File: src/rtl/uart_rx_ctrl.sv
// rtl/uart_rx_ctrl.sv - UART receive controller: baud-mode config, FWFT byte FIFO, error/overrun/idle status
module uart_rx_ctrl #(
    parameter int DEPTH   = 8,
    parameter int TIMEOUT = 1024
) (
    input  logic                     SCLK,
    input  logic                     SCLR,
    input  logic                     CFG_WE,
    input  logic [1:0]               CFG_MODE,
    output logic [1:0]               MODE,
    output logic                     RX_CLR,
    input  logic                     RX_BUSY,
    input  logic                     RX_STB,
    input  logic [7:0]               RX_BYTE,
    input  logic                     RX_ERR,
    output logic [7:0]               DOUT,
    output logic                     DVALID,
    input  logic                     DREADY,
    output logic [$clog2(DEPTH):0]   LEVEL,
    output logic                     OVERRUN,
    output logic [7:0]               ERR_CNT,
    output logic                     IDLE_TO,
    input  logic                     CLR_STAT
);

    localparam int AW = $clog2(DEPTH);
    localparam int LW = AW + 1;
    localparam int CW = $clog2(TIMEOUT);

    typedef enum logic [1:0] {
        RUN   = 2'd0,
        PEND  = 2'd1,
        APPLY = 2'd2
    } state_t;

    state_t         state;
    logic [1:0]     cfg_latch;
    logic           req_hold;

    logic [7:0]     mem [DEPTH];
    logic [AW-1:0]  wr_ptr;
    logic [AW-1:0]  rd_ptr;
    logic [AW-1:0]  rd_next;

    logic [CW-1:0]  idle_cnt;
    logic           armed;

    logic           stb_ok;
    logic           good;
    logic           bad;
    logic           pop;
    logic           full;
    logic           push;
    logic           drop;

    // Frames completing while the receiver is being cleared are meaningless
    assign stb_ok  = RX_STB && (state != APPLY);
    assign good    = stb_ok && !RX_ERR;
    assign bad     = stb_ok && RX_ERR;
    assign pop     = DVALID && DREADY;
    assign full    = (LEVEL == LW'(DEPTH));
    assign push    = good && (!full || pop);
    assign drop    = good && full && !pop;
    assign rd_next = rd_ptr + AW'(1);

    // Config FSM: hold mode changes until the receiver is between frames
    always_ff @(posedge SCLK) begin
        if (SCLR) begin
            state     <= RUN;
            cfg_latch <= 2'd0;
            req_hold  <= 1'b0;
            MODE      <= 2'd0;
            RX_CLR    <= 1'b0;
        end else begin
            RX_CLR <= 1'b0;
            case (state)
                RUN: begin
                    if (CFG_WE || req_hold) begin
                        if (CFG_WE) begin
                            cfg_latch <= CFG_MODE;
                        end
                        req_hold <= 1'b0;
                        state    <= RX_BUSY ? PEND : APPLY;
                    end
                end
                PEND: begin
                    if (CFG_WE) begin
                        cfg_latch <= CFG_MODE;
                    end
                    if (!RX_BUSY) begin
                        state <= APPLY;
                    end
                end
                APPLY: begin
                    MODE   <= cfg_latch;
                    RX_CLR <= 1'b1;
                    state  <= RUN;
                    // A request arriving now is replayed from RUN next cycle
                    if (CFG_WE) begin
                        cfg_latch <= CFG_MODE;
                        req_hold  <= 1'b1;
                    end
                end
                default: state <= RUN;
            endcase
        end
    end

    // FIFO storage write; contents need no reset since pointers gate visibility
    always_ff @(posedge SCLK) begin
        if (push) begin
            mem[wr_ptr] <= RX_BYTE;
        end
    end

    // FIFO pointers, occupancy and registered head (DOUT/DVALID)
    always_ff @(posedge SCLK) begin
        if (SCLR) begin
            wr_ptr <= '0;
            rd_ptr <= '0;
            LEVEL  <= '0;
            DOUT   <= 8'd0;
            DVALID <= 1'b0;
        end else begin
            if (push) begin
                wr_ptr <= wr_ptr + AW'(1);
            end
            if (pop) begin
                rd_ptr <= rd_next;
            end
            case ({push, pop})
                2'b10:   LEVEL <= LEVEL + LW'(1);
                2'b01:   LEVEL <= LEVEL - LW'(1);
                default: LEVEL <= LEVEL;
            endcase
            // Head is loaded from entries already stored, so a fresh byte
            // becomes visible one edge after it was written
            if (pop) begin
                DVALID <= (LEVEL > LW'(1));
                if (LEVEL > LW'(1)) begin
                    DOUT <= mem[rd_next];
                end
            end else begin
                DVALID <= (LEVEL != '0);
                if (LEVEL != '0) begin
                    DOUT <= mem[rd_ptr];
                end
            end
        end
    end

    // Status: clear-then-event ordering so a coincident event survives CLR_STAT
    always_ff @(posedge SCLK) begin
        if (SCLR) begin
            ERR_CNT <= 8'd0;
            OVERRUN <= 1'b0;
        end else begin
            if (bad) begin
                if (CLR_STAT) begin
                    ERR_CNT <= 8'd1;
                end else if (ERR_CNT != 8'hFF) begin
                    ERR_CNT <= ERR_CNT + 8'd1;
                end
            end else if (CLR_STAT) begin
                ERR_CNT <= 8'd0;
            end
            if (drop) begin
                OVERRUN <= 1'b1;
            end else if (CLR_STAT) begin
                OVERRUN <= 1'b0;
            end
        end
    end

    // Idle timer: armed by a push, fires once, then parks until the next push
    always_ff @(posedge SCLK) begin
        if (SCLR) begin
            idle_cnt <= '0;
            armed    <= 1'b0;
            IDLE_TO  <= 1'b0;
        end else begin
            IDLE_TO <= 1'b0;
            if (push) begin
                idle_cnt <= '0;
                armed    <= 1'b1;
            end else if (armed && !RX_BUSY && !RX_STB) begin
                idle_cnt <= idle_cnt + CW'(1);
                if (idle_cnt == CW'(TIMEOUT - 2)) begin
                    IDLE_TO <= 1'b1;
                    armed   <= 1'b0;
                end
            end
        end
    end

endmodule

File: config.mk
export PLATFORM = sky130hd
export DESIGN_NAME = uart_rx_ctrl
export DESIGN_NICKNAME = d
export VERILOG_FILES = /design/src/rtl/uart_rx_ctrl.sv
export SDC_FILE = /design/constraint.sdc
export NUM_CORES = 1
export LEC_CHECK = 0
export ABC_AREA = 1
export BUFFER_PORTS_ARGS = -buffer_cell sky130_fd_sc_hd__clkbuf_2
export CAP_MARGIN = 5
export CORE_MARGIN = 4
export CORE_UTILIZATION = 26
export CTS_CLUSTER_DIAMETER = 40
export DETAILED_ROUTE_END_ITERATION = 8
export PLACE_DENSITY = 0.45
export SYNTH_ARGS = -nofsm -noshare
export SYNTH_HDL_FRONTEND = slang
export SYNTH_SLANG_ARGS = --single-unit
File: constraint.sdc
create_clock -name SCLK -period 3.3 [get_ports SCLK]
set_input_delay 0.825 -clock SCLK [delete_from_list [all_inputs] [get_ports SCLK]]
set_output_delay 0.825 -clock SCLK [all_outputs]
set_load 0.1 [all_outputs]
==> results of run 1 <==
cells by family after synthesis:
| kind of cell | count (synthesis) | share of synthesized area [%] |
|---|---|---|
| and+or+nand+nor | 450 | 33.1 |
| buffers and inverters | 135 | 9.94 |
| DFF | 115 | 50.0 |
| AOI/OAI and AO/OA | 47 | 4.29 |
| adders and majority gates | 8 | 1.70 |
| xor gates and xnor gates | 7 | 1.04 |
state kept, by name (all words and copies together), names as in the netlist, named ones only:
register,cells
ERR_CNT,8
idle_cnt,10
LEVEL,4
IDLE_TO,1
DVALID,1
RX_CLR,1
armed,1
req_hold,1
OVERRUN,1
MODE,2
DOUT,8
mem,64
state,2
rd_ptr,3
cfg_latch,2
wr_ptr,3
path summary, 6_finish.rpt:
kind	from	endpoint	slack [ns]
max reg2reg	LEVEL[0]	mem[5][7]	1.04
max	LEVEL[2]	LEVEL[2]	1.00
min	cfg_latch[1]	cfg_latch[1]	0.47
min reg2reg	cfg_latch[1]	cfg_latch[1]	0.47
placed cells by master, fill, tap and decap left out, types with 3 or more instances in the layout:
cell type and instances:
a21oi_1 20, nand2_2 5, xor2_1 6, inv_1 98, nor3_1 4, buf_4 13
clkbuf_16 17, nor2_2 4, o21ai_0 21, nand4_1 3, dfxtp_1 51, edfxtp_1 64
nor2_1 73, nand3_1 100, inv_2 7, clkinv_2 3, nand2_1 246, clkbuf_2 43
ha_1 8, bufinv_16 3, clkinv_4 3, nand2_4 4
per-layer routing:
layer / global-route usage (%) / wire, um
met1: 19.8 / 8190
met2: 18.2 / 6430
met3: 2.83 / 754
met4: 4.63 / 212
met5: 0 / 0
where the power goes:
group,leakage (nW),switching (mW),internal [mW]
sequential,0.994,0.0527,1.58
combinational,1.81,0.691,0.207
clock,0.285,0.680,1.18
total,3.08,1.42,2.97
layout make-up:
class / instances / area (um^2) / share of cell area, %
sequential: 115 / 2940 / 42.3
multi-input combinational: 512 / 2360 / 33.9
clock buffer: 18 / 429 / 6.17
inverter: 106 / 400 / 5.75
tap: 280 / 350 / 5.03
timing repair buffer: 56 / 313 / 4.49
clock inverter: 14 / 163 / 2.34
==> flow_summary.toml, run 1 <==
[run_status]
status = "finished, final reports clean"

[yosys]
synth_edf_count = 64
synthTopCellsByArea = "edfxtp_1 33%, dfxtp_1 17%, nand2_1 16%, nand3_1 8.5%, inv_1 6.2%"
synth.largest_area_cell = "edfxtp_1"
yosys.cell_count.top_type = "nand2_1"
synth_top_area_share_pct = 32.6
synth_cell_types = 36
syn_nets = 788
synth_seq_cells = 115
synthTopCellsByCount = "246 x nand2_1, 100 x nand3_1, 98 x inv_1"
synth_area_um2 = 5890
synthFlopType = "edfxtp_1"
ys_async_sr_fraction_pct = 0
yosysSeqAreaShare_pct = 50.0
syn_inst = 762
syn-mean-instance-area_um2 = 7.73
ys_warn_count = 0

[clocking]
post-cts-setup-buffer-count = 0
cts_tree = "built"
htree_levels = 4
ctsHoldBuffers = 0
cts_buffers = 17
cts.sinks = 115
clk-insertion-delay-late_ns = 0.42
root_buffer = "clkbuf_16"
clk_pin_slew_ns = 0.06
cts.path.max_buffers = 2
cts_resized = 0

[setup_path]
ff2ff_path_depth = 7
critPathSlowestCell = "dfxtp_1"
cp.required_ns = 2.47
critPathTopFamily = "flip-flops"
worstSetupPathType = "reg -> out"
critPathLaunchType = "flop"
crit_path_max_incr_delay_ns = 0.53
cp_max_fo = 8
worst_ep_arrival_time_ns = 1.47
cp_num_buf_inv = 1
end_kind = "output pin"
cp.depth = 1
crit_chain = "clkbuf_2"

[detailed_routing]
vias = 4800
vias_per_cell = 4.36
drt_iter0_drc = 366
wire_per_inst_um = 14.2
ant_nets = 0
drt-total-wl_um = 15600
first_pass_iters = 5
drc = 0

[sta]
slew_violations = 0
hold_slack_ns = 0.474
setup_viol = 0
finalSetupTns_ns = 0
rsz0062_at_grt = "no"
worst_slack_ns = 1.00
fin_worst_skew_ns = 0.00918
relSlewSlack_pct = 54.5
period_share_pct = 69.7
hold_viol_final = 0
post-route-min-period_ns = 2.30
worstMarginPinSlew_ns = 0.679
timing.fmax_ghz = 0.435

[placed_design]
place_ws_ns = 0.759
placedCellCount = 1069
gp_congestion = 0.801
port_buffers = 43
place_area_um2 = 6370
dp_hpwl_um = 10900

[power_and_ir_drop]
total_power_mw = 4.39
p_per_area_nw_per_um2 = 631
p_leak_nw = 3.08
peakVddDrop_uv = 288

[die]
die_height_um = 159
coreArea_um2 = 22000
start_util_pct = 26.7
num_io_pins = 44
die_area_um2 = 25100
rows = 54
die_w_um = 159

[final_layout]
area_growth_syn_to_layout_pct = 18.2
stdcell_count = 1101
fin_nets = 834
fillerInstances = 2390
drive_gt1_share_pct = 13.8
n_antenna_cell = 0
fin_util_pct = 31.6
design_area_um2 = 6960

[global_routing]
overflow = 0
grt_pass1_vias = 4573
grt_pass1_wl_um = 25300
antenna_found_initial = 0
track_usage_pct = 13.1
grt_start_max_net_pins = 36

[hold_path]
whs_path_depth = 2
hold_class = "reg -> reg"

[job]
cap_violations = 0
(Power assumes the default switching activity.)
==> inputs of run 2 (changes only) <==
==> constraint.sdc (replaced) <==
create_clock -name SCLK -period 2.3 [get_ports SCLK]
set_input_delay 0.575 -clock SCLK [delete_from_list [all_inputs] [get_ports SCLK]]
set_output_delay 0.575 -clock SCLK [all_outputs]
set_load 0.1 [all_outputs]
==> run 2 against run 1 <==
  * Count of clock-buffer cells in the layout increased by 2
  * Final cell count grew 0.64%
  * Sequential share of layout area shrank 0.21 points
  * Flip-flop and latch count stayed put
  * Setup slack lost 0.63 ns
  * Power grew 42%
  * Worst hold slack worse by 0.13 ns
  * Largest power group unchanged
  * Highest routed layer unchanged
==> flow_summary.toml, run 2 (synthesis results as in run 1) <==
[run_status]
status = "finished, final reports clean"

[setup_path]
r2r-start = "LEVEL[0]"
critPathTopFamily = "buffers and inverters"
cp_max_fo = 6
critPathSlowestCell = "clkbuf_2"
crit_path_max_incr_delay_ns = 0.50
startpoint = "LEVEL[3]"
cp_num_buf_inv = 1
worst_ep_arrival_time_ns = 1.35
crit_chain = "clkbuf_2"
worstSetupPathType = "reg -> out"
end_kind = "output pin"
cp.required_ns = 1.73
critPathLaunchType = "flop"

[final_layout]
fin_util_pct = 31.9
fin_nets = 841
area_growth_syn_to_layout_pct = 19.2
top_register = "mem"
fillerInstances = 2317
largest_reg_flops = 64
final_cell_mix = "246 x nand2_1, 100 x nand3_1, 98 x inv_1"
drive_gt1_share_pct = 15.3
final_common_cell = "nand2_1"
biggestRegsByFlops = "mem (64), idle_cnt (10)"
n_antenna_cell = 0

[global_routing]
grt_pass1_vias = 4679
antenna_found_initial = 0
grt_start_max_net_pins = 33
overflow = 0
met3_usage_pct = 2.75
use_met1_pct = 20.1
grt_busiest_layer = "met1"
track_usage_pct = 13.6
grt_pass1_wl_um = 26200
met2_usage_pct = 19.7

[detailed_routing]
ant_nets = 0
drc = 0
first_pass_iters = 5
wire_per_inst_um = 14.7
vias = 4891
drt-total-wl_um = 16300
drt_iter0_drc = 416
vias_per_cell = 4.41

[sta]
post-route-min-period_ns = 1.93
hold_viol_final = 0
finalSetupTns_ns = 0
worstMarginPinSlew_ns = 0.694
period_share_pct = 83.7
timing.fmax_ghz = 0.519
relSlewSlack_pct = 53.7
setup_viol = 0
fin_worst_skew_ns = 0.0105
rsz0062_at_grt = "no"
slew_violations = 0

[clocking]
clk_pin_slew_ns = 0.06
htree_levels = 4
root_buffer = "clkbuf_16"
clk-insertion-delay-late_ns = 0.41
cts_tree = "built"
cts_resized = 0
ctsHoldBuffers = 0
cts_buffers = 17
cts.path.max_buffers = 2
post-cts-setup-buffer-count = 0
cts.sinks = 115

[hold_path]
hp-start = "RX_BUSY"
hold_class = "in -> reg"

[die]
die_w_um = 159
coreArea_um2 = 22000
start_util_pct = 26.7
die_height_um = 159
die_area_um2 = 25100
num_io_pins = 44
rows = 54

[power_and_ir_drop]
p_leak_nw = 3.11
total_power_mw = 6.23
peakVddDrop_uv = 342
p_per_area_nw_per_um2 = 888

[placed_design]
dp_hpwl_um = 11700
port_buffers = 43
gp_congestion = 0.862

[job]
cap_violations = 0
run 2: cell types whose count changed in the layout (fill, tap and decap cells not counted):
| cell | delta |
|---|---|
| dfxtp_1 | -4 |
| clkinv_4 | -2 |
| clkinvlp_4 | +2 |
| nor3_1 | -2 |
| inv_6 | +1 |
| dfxtp_2 | +2 |
| clkbuf_8 | +1 |
| dfxtp_4 | +2 |
| bufinv_16 | -1 |
| clkinv_1 | -2 |
| nor3_2 | +2 |
| clkbuf_1 | +1 |
| buf_4 | +7 |
run 2: layout make-up:
class	instances	area, um^2	area share (%)
sequential	115	2950	42.1
inverter	106	400	5.71
timing repair buffer	63	365	5.21
clock inverter	12	131	1.87
clock buffer	20	447	6.36
multi-input combinational	512	2370	33.8
tap	280	350	4.99
run 2: report_power, final:
part / total [mW] / switching [mW] / internal [mW]
logic: 1.32 / 1.01 / 0.308
registers: 2.35 / 0.0802 / 2.27
clock network: 2.56 / 0.941 / 1.62
total: 6.23 / 2.03 / 4.20
run 2: metal layers:
metal	up-vias	part of all wire, %	wire length, um
met3	16	5.2	846
met2	135	43	7080
li1	2529	-	-
met5	-	0	0
met1	2211	50	8190
met4	0	1.4	228
run 2: path summary, 6_finish.rpt:
kind / endpoint / slack [ns] / depth (start not counted)
worst max-delay path: LEVEL[3] / 0.37 / 1
worst max register to register: mem[6][5] / 0.49 / 8
worst min register to register: MODE[1] / 0.48 / 2
worst min-delay path: state[1] / 0.35 / 2
run 2: through the flow:
step | setup slack [ns] | std cells | instance area, um^2 | hold WS (ns)
5_1_grt | 0.318 | 1108 | 7020 | 0.351
6_report | 0.375 | 1108 | 7020 | 0.348
2_1_floorplan | 0.153 | 762 | 5910 | 0.448
4_1_cts | 0.345 | 1108 | 7020 | 0.336
3_3_place_gp | 0.434 | 1076 | 6440 | 0.472
3_5_place_dp | 0.430 | 1076 | 6440 | 0.474
